==> config.mk <==
export PLATFORM = sky130hd
export DESIGN_NAME = fm_mul_iter
export DESIGN_NICKNAME = d
export VERILOG_FILES = /design/src/rtl/fm_mul_iter.sv
export SDC_FILE = /design/constraint.sdc
export NUM_CORES = 1
export LEC_CHECK = 0
export BUFFER_PORTS_ARGS = -buffer_cell sky130_fd_sc_hd__buf_2
export CORE_MARGIN = 2
export CORE_UTILIZATION = 40
export DETAILED_ROUTE_END_ITERATION = 6
export GPL_TIMING_DRIVEN = 0
export SYNTH_ARGS = -nofsm -noshare
export SYNTH_HDL_FRONTEND = slang
export SYNTH_SLANG_ARGS = --single-unit
==> constraint.sdc <==
create_clock -name CLK -period 3.2 [get_ports CLK]
set_input_delay 0.16 -clock CLK [delete_from_list [all_inputs] [get_ports CLK]]
set_output_delay 0.16 -clock CLK [all_outputs]
set_load 0.02 [all_outputs]
==> src/rtl/fm_mul_iter.sv <==
// fm_mul_iter: radix-2 shift-add significand multiplier with leading-one detection
module fm_mul_iter #(
    parameter int N_SIG = 11
) (
    input  logic                 CLK,
    input  logic                 RESETn,
    input  logic                 start,
    input  logic [N_SIG-1:0]     a_sig,
    input  logic [N_SIG-1:0]     b_sig,
    input  logic [7:0]           ex_in,
    input  logic                 sign_in,
    output logic                 busy,
    output logic                 valid,
    output logic [2*N_SIG-1:0]   mul_out,
    output logic [4:0]           count,
    output logic                 zero,
    output logic [7:0]           ex_added,
    output logic                 out_sign
);
    localparam int W  = 2 * N_SIG;
    localparam int IW = $clog2(N_SIG + 1);

    typedef enum logic [1:0] {IDLE, MUL, NORM} state_t;

    state_t          state_q, state_d;
    logic [W-1:0]    acc_q, acc_d, mcand_q, mcand_d, mul_out_q, mul_out_d;
    logic [N_SIG-1:0] mplier_q, mplier_d;
    logic [IW-1:0]   iter_q, iter_d;
    logic [7:0]      ex_q, ex_d, ex_added_q, ex_added_d;
    logic            sign_q, sign_d, out_sign_q, out_sign_d;
    logic [4:0]      count_q, count_d, lead;
    logic            zero_q, zero_d, valid_q, valid_d;

    always_comb begin
        lead = '0;
        for (int i = 0; i < W; i++)
            if (acc_q[i]) lead = 5'(i);
    end

    always_comb begin
        state_d    = state_q;
        acc_d      = acc_q;
        mcand_d    = mcand_q;
        mplier_d   = mplier_q;
        iter_d     = iter_q;
        ex_d       = ex_q;
        sign_d     = sign_q;
        mul_out_d  = mul_out_q;
        count_d    = count_q;
        zero_d     = zero_q;
        ex_added_d = ex_added_q;
        out_sign_d = out_sign_q;
        valid_d    = 1'b0;
        unique case (state_q)
            IDLE: if (start) begin
                mcand_d  = {{N_SIG{1'b0}}, a_sig};
                mplier_d = b_sig;
                acc_d    = '0;
                iter_d   = '0;
                ex_d     = ex_in;
                sign_d   = sign_in;
                state_d  = MUL;
            end
            MUL: begin
                acc_d    = mplier_q[0] ? acc_q + mcand_q : acc_q;
                mcand_d  = mcand_q << 1;
                mplier_d = mplier_q >> 1;
                iter_d   = iter_q + 1'b1;
                state_d  = (iter_q == IW'(N_SIG - 1)) ? NORM : MUL;
            end
            NORM: begin
                mul_out_d  = acc_q;
                count_d    = lead;
                zero_d     = (acc_q == '0);
                ex_added_d = ex_q;
                out_sign_d = sign_q;
                valid_d    = 1'b1;
                state_d    = IDLE;
            end
            default: state_d = IDLE;
        endcase
    end

    always_ff @(posedge CLK or negedge RESETn) begin
        if (!RESETn) begin
            state_q    <= IDLE;
            acc_q      <= '0;
            mcand_q    <= '0;
            mplier_q   <= '0;
            iter_q     <= '0;
            ex_q       <= '0;
            sign_q     <= 1'b0;
            mul_out_q  <= '0;
            count_q    <= '0;
            zero_q     <= 1'b0;
            ex_added_q <= '0;
            out_sign_q <= 1'b0;
            valid_q    <= 1'b0;
        end else begin
            state_q    <= state_d;
            acc_q      <= acc_d;
            mcand_q    <= mcand_d;
            mplier_q   <= mplier_d;
            iter_q     <= iter_d;
            ex_q       <= ex_d;
            sign_q     <= sign_d;
            mul_out_q  <= mul_out_d;
            count_q    <= count_d;
            zero_q     <= zero_d;
            ex_added_q <= ex_added_d;
            out_sign_q <= out_sign_d;
            valid_q    <= valid_d;
        end
    end

    assign busy     = (state_q != IDLE);
    assign valid    = valid_q;
    assign mul_out  = mul_out_q;
    assign count    = count_q;
    assign zero     = zero_q;
    assign ex_added = ex_added_q;
    assign out_sign = out_sign_q;
endmodule
-- After elaboration in Yosys (flattened, before gate mapping)
Index checks and enable logic that the tools add are counted.
- bits in registers: 108
- add/sub/neg operators: 2
- multiplexer cells: 34
- eq/ne operators: 5
- reductions and logical operators: 7
- operator list (cell ; number):
    $pmux 22 s2 ; 2
    $mux 5 ; 17
    $mux 22 ; 3
    $add 22x22->22 ; 1
    $logic_not 22->1 ; 1
    $pmux 11 s2 ; 1
    $mux 11 ; 1
    $mux 2 ; 4
    $pmux 4 s2 ; 1
    $add 4x1->4 const B ; 1
    $eq 4x4->1 const B ; 1
    $mux 4 ; 1
    $ne 2x2->1 const B ; 2
    $pmux 2 s2 ; 1
    $reduce_and 2->1 ; 2
    $reduce_bool 2->1 ; 2
    $mux 3 ; 1
    $reduce_and 3->1 ; 1
    $eq 2x1->1 const B ; 1
    $eq 2x2->1 const B ; 1
    $logic_not 2->1 ; 1
    $mux 1 ; 2

-- Depth between registers and ports, before layout
Gate-level depths: netlist (run 1).
- word-level depth: 21
- gate-level depth with buffers: 9
- depth with buffers taken out: 9

-- Worst setup path before layout (run 1)
No wires, ideal clock.
- path type: flip-flop to flip-flop
- start point: register acc_q[0]
- end point: register acc_q[14]
- setup slack: 979 ps
- arrival time: 2088 ps
- stages on the path, launching flop included: 10
- cells stage by stage: dfrtp_1 ha_1 fa_1 a21oi_1 o211ai_1 a41oi_1 o221ai_1 a21oi_1 xor2_1 o21ai_0
- longest elaborated chain between the ends: 3
- ends and longest elaborated chain (element ; RTL line ; text):
    start: declaration ; 26 ; logic [W-1:0] acc_q, acc_d, mcand_q, mcand_d, mul_out_q, mul_out_d;
    start signal: assignment ; 87 ; acc_q <= '0;
    start signal: assignment ; 101 ; acc_q <= acc_d;
    $add 22x22->22 ; 65 ; acc_d = mplier_q[0] ? acc_q + mcand_q : acc_q;
    $mux 22 ; 65 ;
    $pmux 22 s2 ; 54 ; unique case (state_q)
Every way passes these cells. The select of a mux whose other input is x is not followed.
A chain may end at the register's enable or synchronous reset.

-- Final worst setup path (run 1)
Ends and elaborated chain as after synthesis.

==> results of run 1 <==
==> synth_stat cells, types with 2 or more instances <==
cell and count:
sky130_fd_sc_hd__nand2_1 172, sky130_fd_sc_hd__dfrtp_1 108, sky130_fd_sc_hd__o21ai_0 51, sky130_fd_sc_hd__a21oi_1 35
sky130_fd_sc_hd__ha_1 23, sky130_fd_sc_hd__clkbuf_1 21, sky130_fd_sc_hd__nor2_1 19, sky130_fd_sc_hd__a22o_1 15
sky130_fd_sc_hd__inv_1 12, sky130_fd_sc_hd__a22oi_1 10, sky130_fd_sc_hd__and3b_1 10, sky130_fd_sc_hd__xor2_1 9
sky130_fd_sc_hd__nand3_1 7, sky130_fd_sc_hd__nor3_1 7, sky130_fd_sc_hd__xnor2_1 7, sky130_fd_sc_hd__a21o_1 5
sky130_fd_sc_hd__nand2b_1 5, sky130_fd_sc_hd__nor2b_1 5, sky130_fd_sc_hd__nor4_1 5, sky130_fd_sc_hd__buf_2 4
sky130_fd_sc_hd__mux2i_1 4, sky130_fd_sc_hd__nand4_1 4, sky130_fd_sc_hd__nor3b_1 4, sky130_fd_sc_hd__o21bai_1 4
sky130_fd_sc_hd__a32o_1 3, sky130_fd_sc_hd__and3_1 3, sky130_fd_sc_hd__o21a_1 3, sky130_fd_sc_hd__o21ai_1 3
sky130_fd_sc_hd__o31ai_1 3, sky130_fd_sc_hd__a211oi_1 2, sky130_fd_sc_hd__a31oi_1 2, sky130_fd_sc_hd__and2_1 2
sky130_fd_sc_hd__buf_6 2, sky130_fd_sc_hd__o211ai_1 2, sky130_fd_sc_hd__o221ai_1 2, sky130_fd_sc_hd__or3_1 2
sky130_fd_sc_hd__or4_1 2
==> power breakdown <==
group          total, uW  switching [uW]  internal, uW
sequential          2390             482          1910
combinational       2700            1610          1090
clock               1060             470           588
==> timing repair <==
item                       4_1_cts  5_1_grt
setup endpoints to repair        0        0
hold endpoints to repair        55        0
hold buffers                     7        0
==> per-layer routing <==
layer / global-route usage / wire (um)
met4: 0.0690 / 212
met1: 0.271 / 6270
met5: 0 / 0
met3: 0.0320 / 603
met2: 0.311 / 6110
==> worst max-delay path, stage by stage, from the launching register on <==
cell and delay [ns]:
sky130_fd_sc_hd__dfrtp_1 0.43, sky130_fd_sc_hd__ha_1 0.25, sky130_fd_sc_hd__fa_1 0.42, sky130_fd_sc_hd__a21oi_1 0.24
sky130_fd_sc_hd__o211ai_1 0.17, sky130_fd_sc_hd__a41oi_1 0.32, sky130_fd_sc_hd__o221ai_1 0.19, sky130_fd_sc_hd__a21oi_1 0.20
sky130_fd_sc_hd__xor2_1 0.15, sky130_fd_sc_hd__o21ai_0 0.08
==> registers in the layout, summed over array words and instances, names as in the netlist <==
name and cells:
acc_q 22, count 5, ex_added 8, ex_q 8, iter_q 4, mcand_q 22
mplier_q 11, mul_out 22, out_sign 1, sign_q 1, state_q 2, valid 1
zero 1
==> per-stage QoR <==
stage,std cells,hold slack (ns),setup WS (ns),util
floorplan,602,-0.136,0.979,-
CTS,870,0.00530,0.588,0.485
global placement,850,0.352,0.630,0.457
detailed placement,851,0.236,0.606,0.460
finish,870,0.0107,0.613,0.485
global route,870,0.0135,0.378,0.485
==> final cells by class <==
class / instances / area share
sequential: 108 / 0.418
multi-input combinational: 453 / 0.409
timing repair buffer: 80 / 0.0712
clock buffer: 9 / 0.0348
tap: 176 / 0.0340
buffer: 28 / 0.0193
inverter: 13 / 0.00754
clock inverter: 3 / 0.00657
==> cell families (layout without fill, tap and decap cells) <==
logic type,Yosys count,in the layout
muxes,5,5
DFF,108,108
and+or+nand+nor,256,256
adders and majority gates,24,24
buffers and inverters,41,133
xor gates and xnor gates,16,16
AOI/OAI and AO/OA,152,152
==> final timing paths <==
check	startpoint	endpoint	slack, ns	cells past startpoint
min in group asynchronous	RESETn	mcand_q[4]	0.38	2
max in group asynchronous	RESETn	ex_added[2]	2.12	3
min reg2reg	ex_added[5]	ex_added[5]	0.47	2
min	ex_in[6]	ex_q[6]	0.01	3
max reg2reg	acc_q[0]	acc_q[14]	0.61	9
max	acc_q[0]	acc_q[14]	0.61	9
==> out/qor.csv, run 1 <==
stage;metric;value;unit
synthesis;post_synth.cell_area_avg;9.17;um^2
job;maxCapViolations;0;
synthesis;sequential_fraction_of_the_synthesis_area;0.489;
layout;layout_common_cells;172 x sky130_fd_sc_hd__nand2_1, 108 x sky130_fd_sc_hd__dfrtp_1, 75 x sky130_fd_sc_hd__buf_2;
layout;layout_commonest_cell;sky130_fd_sc_hd__nand2_1;
cts;cts.sink_count;108;
detailed_routing;drt-total-wl;13.2;mm
timing;timing.slew.headroom;0.555;
timing;unrepaired_setup_endpoints_after_global_routing;no;
grt;grt_antenna_before_repair;0;
floorplanning;floorplan.die.height;122;um
placed_design;post_dp_cell_area;6130;um^2
synthesis;synth_xor_xnor_area_share;0.0254;
cts;tritoncts.num_buffers;9;
synthesis;synth_area;5520;um^2
detailed_routing;vias;4526;
pwr;ir_drop;0.000302;V
synthesis;synth_ff_type;sky130_fd_sc_hd__dfrtp_1;
floorplanning;starting_density_of_the_core;0.414;
timing;maxSlewViolCount;0;
floorplanning;placement_rows;42;
timing;finalSetupViolCount;0;
timing;fin_tns_setup;0;ns
synthesis;synth_compound_gate_area_share;0.176;
synthesis;muxShareOfSynthArea;0.00929;
cts;number_of_resized_instances_in_the_post_cts_repair_step;0;
layout;fill_cells;1327;
setup_path;critical_path_arrival;2.81;ns
synthesis;warnings_synthesis;0;
detailed_routing;ant_nets;0;
synthesis;ys_seq_elements;108;
setup_path;end_kind;flop;
layout;sequential_cell_area;2700;um^2
detailed_routing;avgViaCountPerCell;5.20;
setup_path;timing.critical_path.required;3.42;ns
pwr;powerDensity;950;nW/um^2
cts;clk_pin_slew_worst_paths;0.06;ns
setup_path;worstSetupPathType;flop to flop;
cts;tritoncts;built;
synthesis;asyncSetResetFlopFracSynth;1.00;
setup_path;startpoint_type;flop;
run_status;outcome;complete, no violations;
timing;hold_viol;0;
synthesis;synthesis.nets;660;
synthesis;ys_top_cells_by_area;sky130_fd_sc_hd__dfrtp_1 49%, sky130_fd_sc_hd__nand2_1 12%, sky130_fd_sc_hd__ha_1 5.2%;
grt;via_count_of_the_first_global_routing_pass;4625;
cts;htree_levels;3;
setup_path;path_max_fanout;4;
detailed_routing;detailedRoute.firstIterationViolations;260;
synthesis;synth_top_cell_by_area;sky130_fd_sc_hd__dfrtp_1;
floorplanning;fp.dieW;122;um
placed_design;port_buffers;72;
layout;drive_above_1_share;0.150;
grt;grt.overflow.total;0;
worst_hold_path;worst_hold_path_type;input pin to flop;
synthesis;ys_types;62;
cts;clockRootBuffer;sky130_fd_sc_hd__clkbuf_16;
synthesis;synth_enable_flop_cells;0;
detailed_routing;number_of_search_and_repair_iterations_in_the_first_detailed_routing_pass;5;
timing;max_slew.worst_pin.slew;0.667;ns
timing;final_period_minus_worst_setup_slack;2.59;ns
cts;cts.repair_timing.setup_buffer_count;0;
floorplanning;standard_cell_core_area;13300;um^2
layout;design.final.nets;751;
cts;ctsLongestPathBuffers;2;
synthesis;synth_simple_gate_area_share;0.213;
synthesis;combinational_family_with_the_most_area_after_synthesis;simple AND/OR/NAND/NOR gates;
layout;multi_input_logic_area;2650;um^2
grt;grt_start_max_net_pins;60;
synthesis;synth_fa_ha_area_frac;0.0557;
detailed_routing;wl_per_cell;15.2;um
grt;grt_util_all_layers;0.195;
detailed_routing;drc;0;
pwr;leakagePower;0.00321;uW
placed_design;place_hpwl;10.1;mm
cts;insertion_delay;0.35;ns
pwr;design_power;6150;uW
timing;achievable_clock_frequency;387;MHz
timing;period_share;0.809;
placed_design;globalplace.congestion;0.871;
layout;insertedDiodeCount;0;
floorplanning;die_area;14800;um^2
synthesis;synth_largest_type_area_fraction;0.489;
synthesis;synthCells;602;
timing;fin_skew;0.00611;ns
layout;area_growth;17.2;%
grt;grt_pass1_wl;22.8;mm
layout;stdcell_area;6470;um^2
floorplanning;ioPinCount;73;
(Power assumes the default switching activity.)
==> run 2: changes to the inputs <==
--- a/config.mk
+++ b/config.mk
@@ -5,6 +5,7 @@
 export SDC_FILE = /design/constraint.sdc
 export NUM_CORES = 1
 export LEC_CHECK = 0
+export ABC_AREA = 1
 export BUFFER_PORTS_ARGS = -buffer_cell sky130_fd_sc_hd__buf_2
 export CORE_MARGIN = 2
 export CORE_UTILIZATION = 40
==> constraint.sdc (replaced) <==
create_clock -name CLK -period 2.15 [get_ports CLK]
set_input_delay 0.1075 -clock CLK [delete_from_list [all_inputs] [get_ports CLK]]
set_output_delay 0.1075 -clock CLK [all_outputs]
set_load 0.02 [all_outputs]
==> run 2 against run 1 <==
The run now ends with setup timing left. Sequential power up 45%. Wire length rose by 3.0%. Cell count rose by 5.3%. Global-route usage rose by 0.14 points. Via count rose by 4.0%. Flip-flop and latch count unchanged. Clock skew up 0.0044 ns. Non-clock buffer count is 11 higher. Critical path depth up 3. Clock power grew 61%. Critical path type unchanged. Critical endpoint is now acc_q[18].
==> out/qor.csv, run 2 <==
stage;metric;value;unit
synthesis;synthesis.nets;685;
synthesis;synthCells;627;
timing;timing.slew.headroom;0.513;
setup_path;timing.critical_path.required;2.38;ns
grt;grt_antenna_before_repair;0;
pwr;leakagePower;0.00329;uW
grt;grt.overflow.total;0;
synthesis;warnings_synthesis;0;
setup_path;end_kind;flop;
layout;design.final.nets;793;
timing;finalSetupViolCount;1;
synthesis;sequential_fraction_of_the_synthesis_area;0.499;
cts;insertion_delay;0.36;ns
detailed_routing;ant_nets;0;
floorplanning;floorplan.die.height;120;um
synthesis;ys_top_cells_by_area;sky130_fd_sc_hd__dfrtp_1 50%, sky130_fd_sc_hd__nand2_1 7.6%, sky130_fd_sc_hd__inv_1 6.1%;
pwr;design_power;10500;uW
timing;fin_skew;0.0105;ns
layout;layout.core_utilization;0.500;
setup_path;worstSetupPathType;flop to flop;
placed_design;place_hpwl;9.95;mm
detailed_routing;detailedRoute.firstIterationViolations;289;
grt;grt_util_all_layers;0.197;
layout;area_growth;22.2;%
synthesis;ys_types;48;
timing;maxSlewViolCount;0;
timing;unrepaired_setup_endpoints_after_global_routing;yes;
layout;insertedDiodeCount;0;
pwr;ir_drop;0.000680;V
detailed_routing;drt-total-wl;13.6;mm
detailed_routing;wl_per_cell;14.8;um
cts;tritoncts;built;
cts;clk_pin_slew_worst_paths;0.07;ns
worst_hold_path;worst_hold_path_type;input pin to flop;
synthesis;asyncSetResetFlopFracSynth;1.00;
floorplanning;die_area;14500;um^2
detailed_routing;number_of_search_and_repair_iterations_in_the_first_detailed_routing_pass;6;
detailed_routing;vias;4705;
floorplanning;ioPinCount;73;
layout;layout_commonest_cell;sky130_fd_sc_hd__nand2_1;
cts;htree_levels;3;
floorplanning;placement_rows;42;
timing;max_slew.worst_pin.slew;0.731;ns
timing;fin_tns_setup;-0.0258;ns
setup_path;critical_path_arrival;2.40;ns
timing;hold_viol;0;
setup_path;path_max_fanout;3;
cts;clockRootBuffer;sky130_fd_sc_hd__clkbuf_16;
synthesis;ys_seq_elements;108;
timing;final_period_minus_worst_setup_slack;2.18;ns
layout;drive_above_1_share;0.177;
detailed_routing;avgViaCountPerCell;5.14;
timing;period_share;1.01;
layout;layout_common_cells;109 x sky130_fd_sc_hd__nand2_1, 108 x sky130_fd_sc_hd__dfrtp_1, 88 x sky130_fd_sc_hd__inv_1;
synthesis;synth_ff_type;sky130_fd_sc_hd__dfrtp_1;
layout;stdcell_area;6630;um^2
synthesis;synth_top_cell_by_area;sky130_fd_sc_hd__dfrtp_1;
setup_path;startpoint_type;flop;
synthesis;synth_largest_type_area_fraction;0.499;
floorplanning;fp.dieW;120;um
synthesis;ys_top_cells_by_count;110 x sky130_fd_sc_hd__nand2_1, 108 x sky130_fd_sc_hd__dfrtp_1, 88 x sky130_fd_sc_hd__inv_1, 66 x sky130_fd_sc_hd__o21ai_0, 46 x sky130_fd_sc_hd__nor2_1;
floorplanning;standard_cell_core_area;13200;um^2
placed_design;place_inst;875;
grt;via_count_of_the_first_global_routing_pass;4560;
cts;cts.sink_count;108;
job;maxCapViolations;0;
placed_design;post_dp_cell_area;6030;um^2
detailed_routing;drc;0;
cts;tritoncts.num_buffers;9;
layout;finish.cell_count_without_fillers;916;
floorplanning;starting_density_of_the_core;0.409;
pwr;powerDensity;1580;nW/um^2
grt;grt_start_max_net_pins;56;
synthesis;synth_area;5420;um^2
placed_design;globalplace.congestion;0.896;
synthesis;post-synth-top-count-cell;sky130_fd_sc_hd__nand2_1;
synthesis;synth_enable_flop_cells;0;
cts;ctsLongestPathBuffers;2;
run_status;outcome;finished, violations left;
timing;finalWorstSetupSlack;-0.0258;ns
layout;fill_cells;1286;
run_status;failed_checks;setup timing;
synthesis;post_synth.cell_area_avg;8.64;um^2
placed_design;port_buffers;71;
grt;grt_pass1_wl;22.4;mm
timing;achievable_clock_frequency;460;MHz
-- run 2: per-stage QoR --
stage	setup WS, ns	hold slack, ns
final	-0.0258	0.00924
after global placement	-0.272	0.354
after detailed placement	-0.293	0.212
after global routing	-0.131	0.0126
after floorplan	0.0299	-0.188
after CTS	-0.0822	0.00420
-- run 2: final cells by class --
cell class                      count  area, um^2  area share
Tap cell                          176         220      0.0332
Clock buffer                       12         246      0.0372
Clock inverter                      4        55.1     0.00831
Sequential cell                   108        2700       0.408
Multi-Input combinational cell    403        2330       0.352
Buffer                             22        98.8      0.0149
Timing Repair Buffer               97         616      0.0929
Inverter                           94         353      0.0533
-- run 2: worst max-delay path, cell delays in order, from the launching register on --
cell                      delay [ns]
sky130_fd_sc_hd__dfrtp_1        0.40
sky130_fd_sc_hd__ha_2           0.22
sky130_fd_sc_hd__fa_2           0.37
sky130_fd_sc_hd__nand3_4        0.09
sky130_fd_sc_hd__nand3_4        0.08
sky130_fd_sc_hd__a21oi_4        0.17
sky130_fd_sc_hd__o21ai_4        0.09
sky130_fd_sc_hd__a21oi_4        0.18
sky130_fd_sc_hd__o21ai_2        0.10
sky130_fd_sc_hd__nand2_1        0.09
sky130_fd_sc_hd__nand2_2        0.06
sky130_fd_sc_hd__nor2_2         0.12
sky130_fd_sc_hd__o22ai_2        0.06
-- run 2: layer usage --
| metal | vias to the layer above | share of wire | track usage |
|---|---|---|---|
| li1 | 2328 | - | - |
| met1 | 2251 | 0.46 | 0.273 |
| met2 | 107 | 0.47 | 0.309 |
| met3 | 19 | 0.049 | 0.0406 |
| met4 | 0 | 0.018 | 0.0654 |
| met5 | - | 0 | 0 |
-- run 2: final timing paths --
| path | from | endpoint | slack, ns | cells past startpoint |
|---|---|---|---|---|
| worst min-delay path | b_sig[2] | mplier_q[2] | 0.009 | 3 |
| max in group asynchronous | RESETn | acc_q[5] | 1.10 | 3 |
| worst min register to register | mul_out[15] | mul_out[15] | 0.48 | 2 |
| worst max-delay path | acc_q[0] | acc_q[18] | -0.03 | 12 |
| min in group asynchronous | RESETn | mul_out[10] | 0.34 | 2 |
| worst max register to register | acc_q[0] | acc_q[18] | -0.03 | 12 |
-- run 2: timing repair --
action | 4_1_cts | 5_1_grt
hold buffers | 17 | 0
endpoints found under the hold margin | 70 | 0
buffers inserted | 4 | 4
pin swaps | 3 | 8
cloned | 0 | 0
gates resized for setup | 5 | 11
endpoints found under the setup margin | 4 | 10
-- run 2: cells by family (layout without fill, tap and decap cells) --
family | count (synthesis) | count (layout) | synth area share
AOI/OAI and AO/OA | 173 | 173 | 0.201
xor gates and xnor gates | 1 | 1 | 0.00162
adders and majority gates | 24 | 24 | 0.0568
buffers and inverters | 116 | 229 | 0.0833
DFF | 108 | 108 | 0.499
and+or+nand+nor | 205 | 205 | 0.159
-- run 2: power by group --
part / switching, uW / total (uW) / internal (uW)
combinational: 3410 / 5310 / 1900
sequential: 532 / 3460 / 2930
clock: 762 / 1710 / 945
total: 4700 / 10500 / 5770
==> run 3: changes to the inputs <==
--- a/config.mk
+++ b/config.mk
@@ -14,3 +14,4 @@
 export SYNTH_ARGS = -nofsm -noshare
 export SYNTH_HDL_FRONTEND = slang
 export SYNTH_SLANG_ARGS = --single-unit
+export TNS_END_PERCENT = 10
==> run 3 against run 2 <==
Core utilization unchanged. Largest power group unchanged. Cell area is the same. The run still ends with setup timing left. Largest cell class unchanged. Maximum frequency about the same.
==> out/qor.csv, run 3 (same netlist as run 2, synthesis figures left out) <==
stage;metric;value;unit
run_status;outcome;finished, violations left;
run_status;failed_checks;setup timing;
worst_hold_path;timing.hold.worst_path_depth;3;
cts;ctsLongestPathBuffers;2;
layout;fill_cells;1286;
floorplanning;floorplan.die.height;120;um
timing;unrepaired_setup_endpoints_after_global_routing;yes;
pwr;cell_internal_pwr;5770;uW
timing;fin_tns_setup;-0.0258;ns
floorplanning;fp.dieW;120;um
timing;maxSlewViolCount;0;
floorplanning;standard_cell_core_area;13200;um^2
job;maxCapViolations;0;
pwr;netSwitchingFraction;0.449;
layout;layout_commonest_cell;sky130_fd_sc_hd__nand2_1;
layout;layout.core_utilization;0.500;
pwr;design_power;10500;uW
timing;max_slew.worst_pin.slew;0.730;ns
setup_path;path_max_fanout;3;
layout;design.final.nets;793;
setup_path;critical_path_arrival;2.40;ns
detailed_routing;wl_per_cell;14.8;um
setup_path;combined_buffer_and_inverter_count_along_the_critical_path;0;
grt;grt.overflow.total;0;
placed_design;post_dp_cell_area;6030;um^2
placed_design;port_buffers;71;
cts;tritoncts;built;
cts;insertion_delay;0.36;ns
timing;timing.slew.headroom;0.513;
detailed_routing;vias;4695;
layout;layout_common_cells;109 x sky130_fd_sc_hd__nand2_1, 108 x sky130_fd_sc_hd__dfrtp_1, 88 x sky130_fd_sc_hd__inv_1;
setup_path;worstSetupPathType;flop to flop;
setup_path;cp_slowest_cell;sky130_fd_sc_hd__dfrtp_1;
setup_path;critical-path-max-stage-delay;0.40;ns
detailed_routing;drc;0;
grt;grt_pass1_wl;22.4;mm
pwr;clock_power_share;0.163;
detailed_routing;ant_nets;0;
cts;clk_pin_slew_worst_paths;0.07;ns
setup_path;timing.critical_path.required;2.38;ns
timing;finalWorstSetupSlack;-0.0258;ns
detailed_routing;avgViaCountPerCell;5.13;
cts;cts.sink_count;108;
detailed_routing;number_of_search_and_repair_iterations_in_the_first_detailed_routing_pass;7;
layout;stdcell_area;6630;um^2
timing;hold_viol;0;
worst_hold_path;hold_path_origin;b_sig[2];
layout;drive_above_1_share;0.177;
worst_hold_path;worst_hold_path_type;input pin to flop;
floorplanning;starting_density_of_the_core;0.409;
timing;finalSetupViolCount;1;
layout;area_growth;22.2;%
timing;holdWs;0.00958;ns
floorplanning;placement_rows;42;
pwr;share_comb_of_total_power;0.506;
timing;period_share;1.01;
detailed_routing;drt-total-wl;13.6;mm
setup_path;startpoint_type;flop;
grt;grt_util_all_layers;0.197;
detailed_routing;detailedRoute.firstIterationViolations;296;
pwr;leakagePower;0.00329;uW
grt;grt_start_max_net_pins;56;
setup_path;cell_chain_critical_path;ha_2, fa_2, nand3_4, nand3_4, a21oi_4, o21ai_4, a21oi_4, o21ai_2, nand2_1, nand2_2, nor2_2, o22ai_2;
cts;tritoncts.num_buffers;9;
grt;via_count_of_the_first_global_routing_pass;4560;
pwr;net-switching-power;4700;uW
grt;grt_antenna_before_repair;0;
setup_path;worst_r2r_dst;acc_q[18];
placed_design;place_hpwl;9.95;mm
setup_path;cp_top_family;compound AO/OA/AOI/OAI gates;
layout;insertedDiodeCount;0;
pwr;seqPwrFrac;0.330;
setup_path;setup.reg_to_reg.worst_slack;-0.03;ns
pwr;powerDensity;1580;nW/um^2
setup_path;reg2reg_depth;12;
timing;achievable_clock_frequency;460;MHz
worst_hold_path;min_to;mplier_q[2];
timing;final_period_minus_worst_setup_slack;2.18;ns
setup_path;end_kind;flop;
cts;htree_levels;3;
floorplanning;ioPinCount;73;
pwr;ir_drop;0.000680;V
setup_path;regToRegStartpoint;acc_q[0];
cts;clockRootBuffer;sky130_fd_sc_hd__clkbuf_16;
placed_design;globalplace.congestion;0.896;
floorplanning;die_area;14500;um^2
timing;fin_skew;0.0102;ns
[run 3: cell count changes in the layout (fill, tap and decap cells not counted)]
cell,before,now
sky130_fd_sc_hd__o21ai_0,63,64
sky130_fd_sc_hd__o21ai_1,6,5
[run 3: how the worst max path moves through the flow]
stage          slack [ns]      from         to  cells past startpoint
5_1_grt             -0.13  acc_q[0]  acc_q[18]                     12
6_report            -0.03  acc_q[0]  acc_q[18]                     12
4_1_cts             -0.08  acc_q[0]  acc_q[18]                     12
3_5_place_dp        -0.29  acc_q[0]  acc_q[18]                     12
2_1_floorplan        0.03  acc_q[0]  acc_q[18]                     12
3_3_place_gp        -0.27  acc_q[0]  acc_q[18]                     12
[run 3: worst reg2reg max path, delay by kind of cell, from the launching register on]
family / cells / cell delay, ns
adders and majority gates: 2 / 0.59
and+or+nand+nor: 5 / 0.44
AOI/OAI and AO/OA: 5 / 0.60
DFF: 1 / 0.40
[run 3: layout make-up]
class	instances	area, um^2	share of cell area
buffer	22	98.8	0.0149
tap	176	220	0.0332
clock inverter	4	55.1	0.00831
timing repair buffer	97	616	0.0929
clock buffer	12	246	0.0372
multi-input combinational	403	2330	0.352
inverter	94	353	0.0533
sequential	108	2700	0.408
[run 3: power groups by stage]
stage | clock network (uW) | registers (uW) | logic [uW]
after floorplan | 0 | 3740 | 3350
after global placement | 0 | 3470 | 4920
after detailed placement | 0 | 3500 | 5040
after CTS | 1760 | 3460 | 5170
after global routing | 1830 | 3570 | 5970
final | 1710 | 3460 | 5300
[run 3: per-layer routing]
layer | vias up | track usage | wire length (um)
met4 | 0 | 0.0654 | 250
met1 | 2246 | 0.273 | 6300
met3 | 21 | 0.0406 | 705
met2 | 103 | 0.309 | 6340
met5 | - | 0 | 0
li1 | 2325 | - | -
[run 3: through the flow]
stage | setup WS, ns | cells
floorplan | 0.0299 | 627
global placement | -0.272 | 874
detailed placement | -0.293 | 875
CTS | -0.0822 | 912
global route | -0.131 | 916
finish | -0.0258 | 916
[run 3: timing repair]
action | 4_1_cts | 5_1_grt
buffers inserted | 4 | 4
resized for setup | 5 | 10
endpoints found under the hold margin | 70 | 0
cloned | 0 | 0
setup endpoints to repair | 4 | 10
hold buffers | 17 | 0
pin swaps | 3 | 8
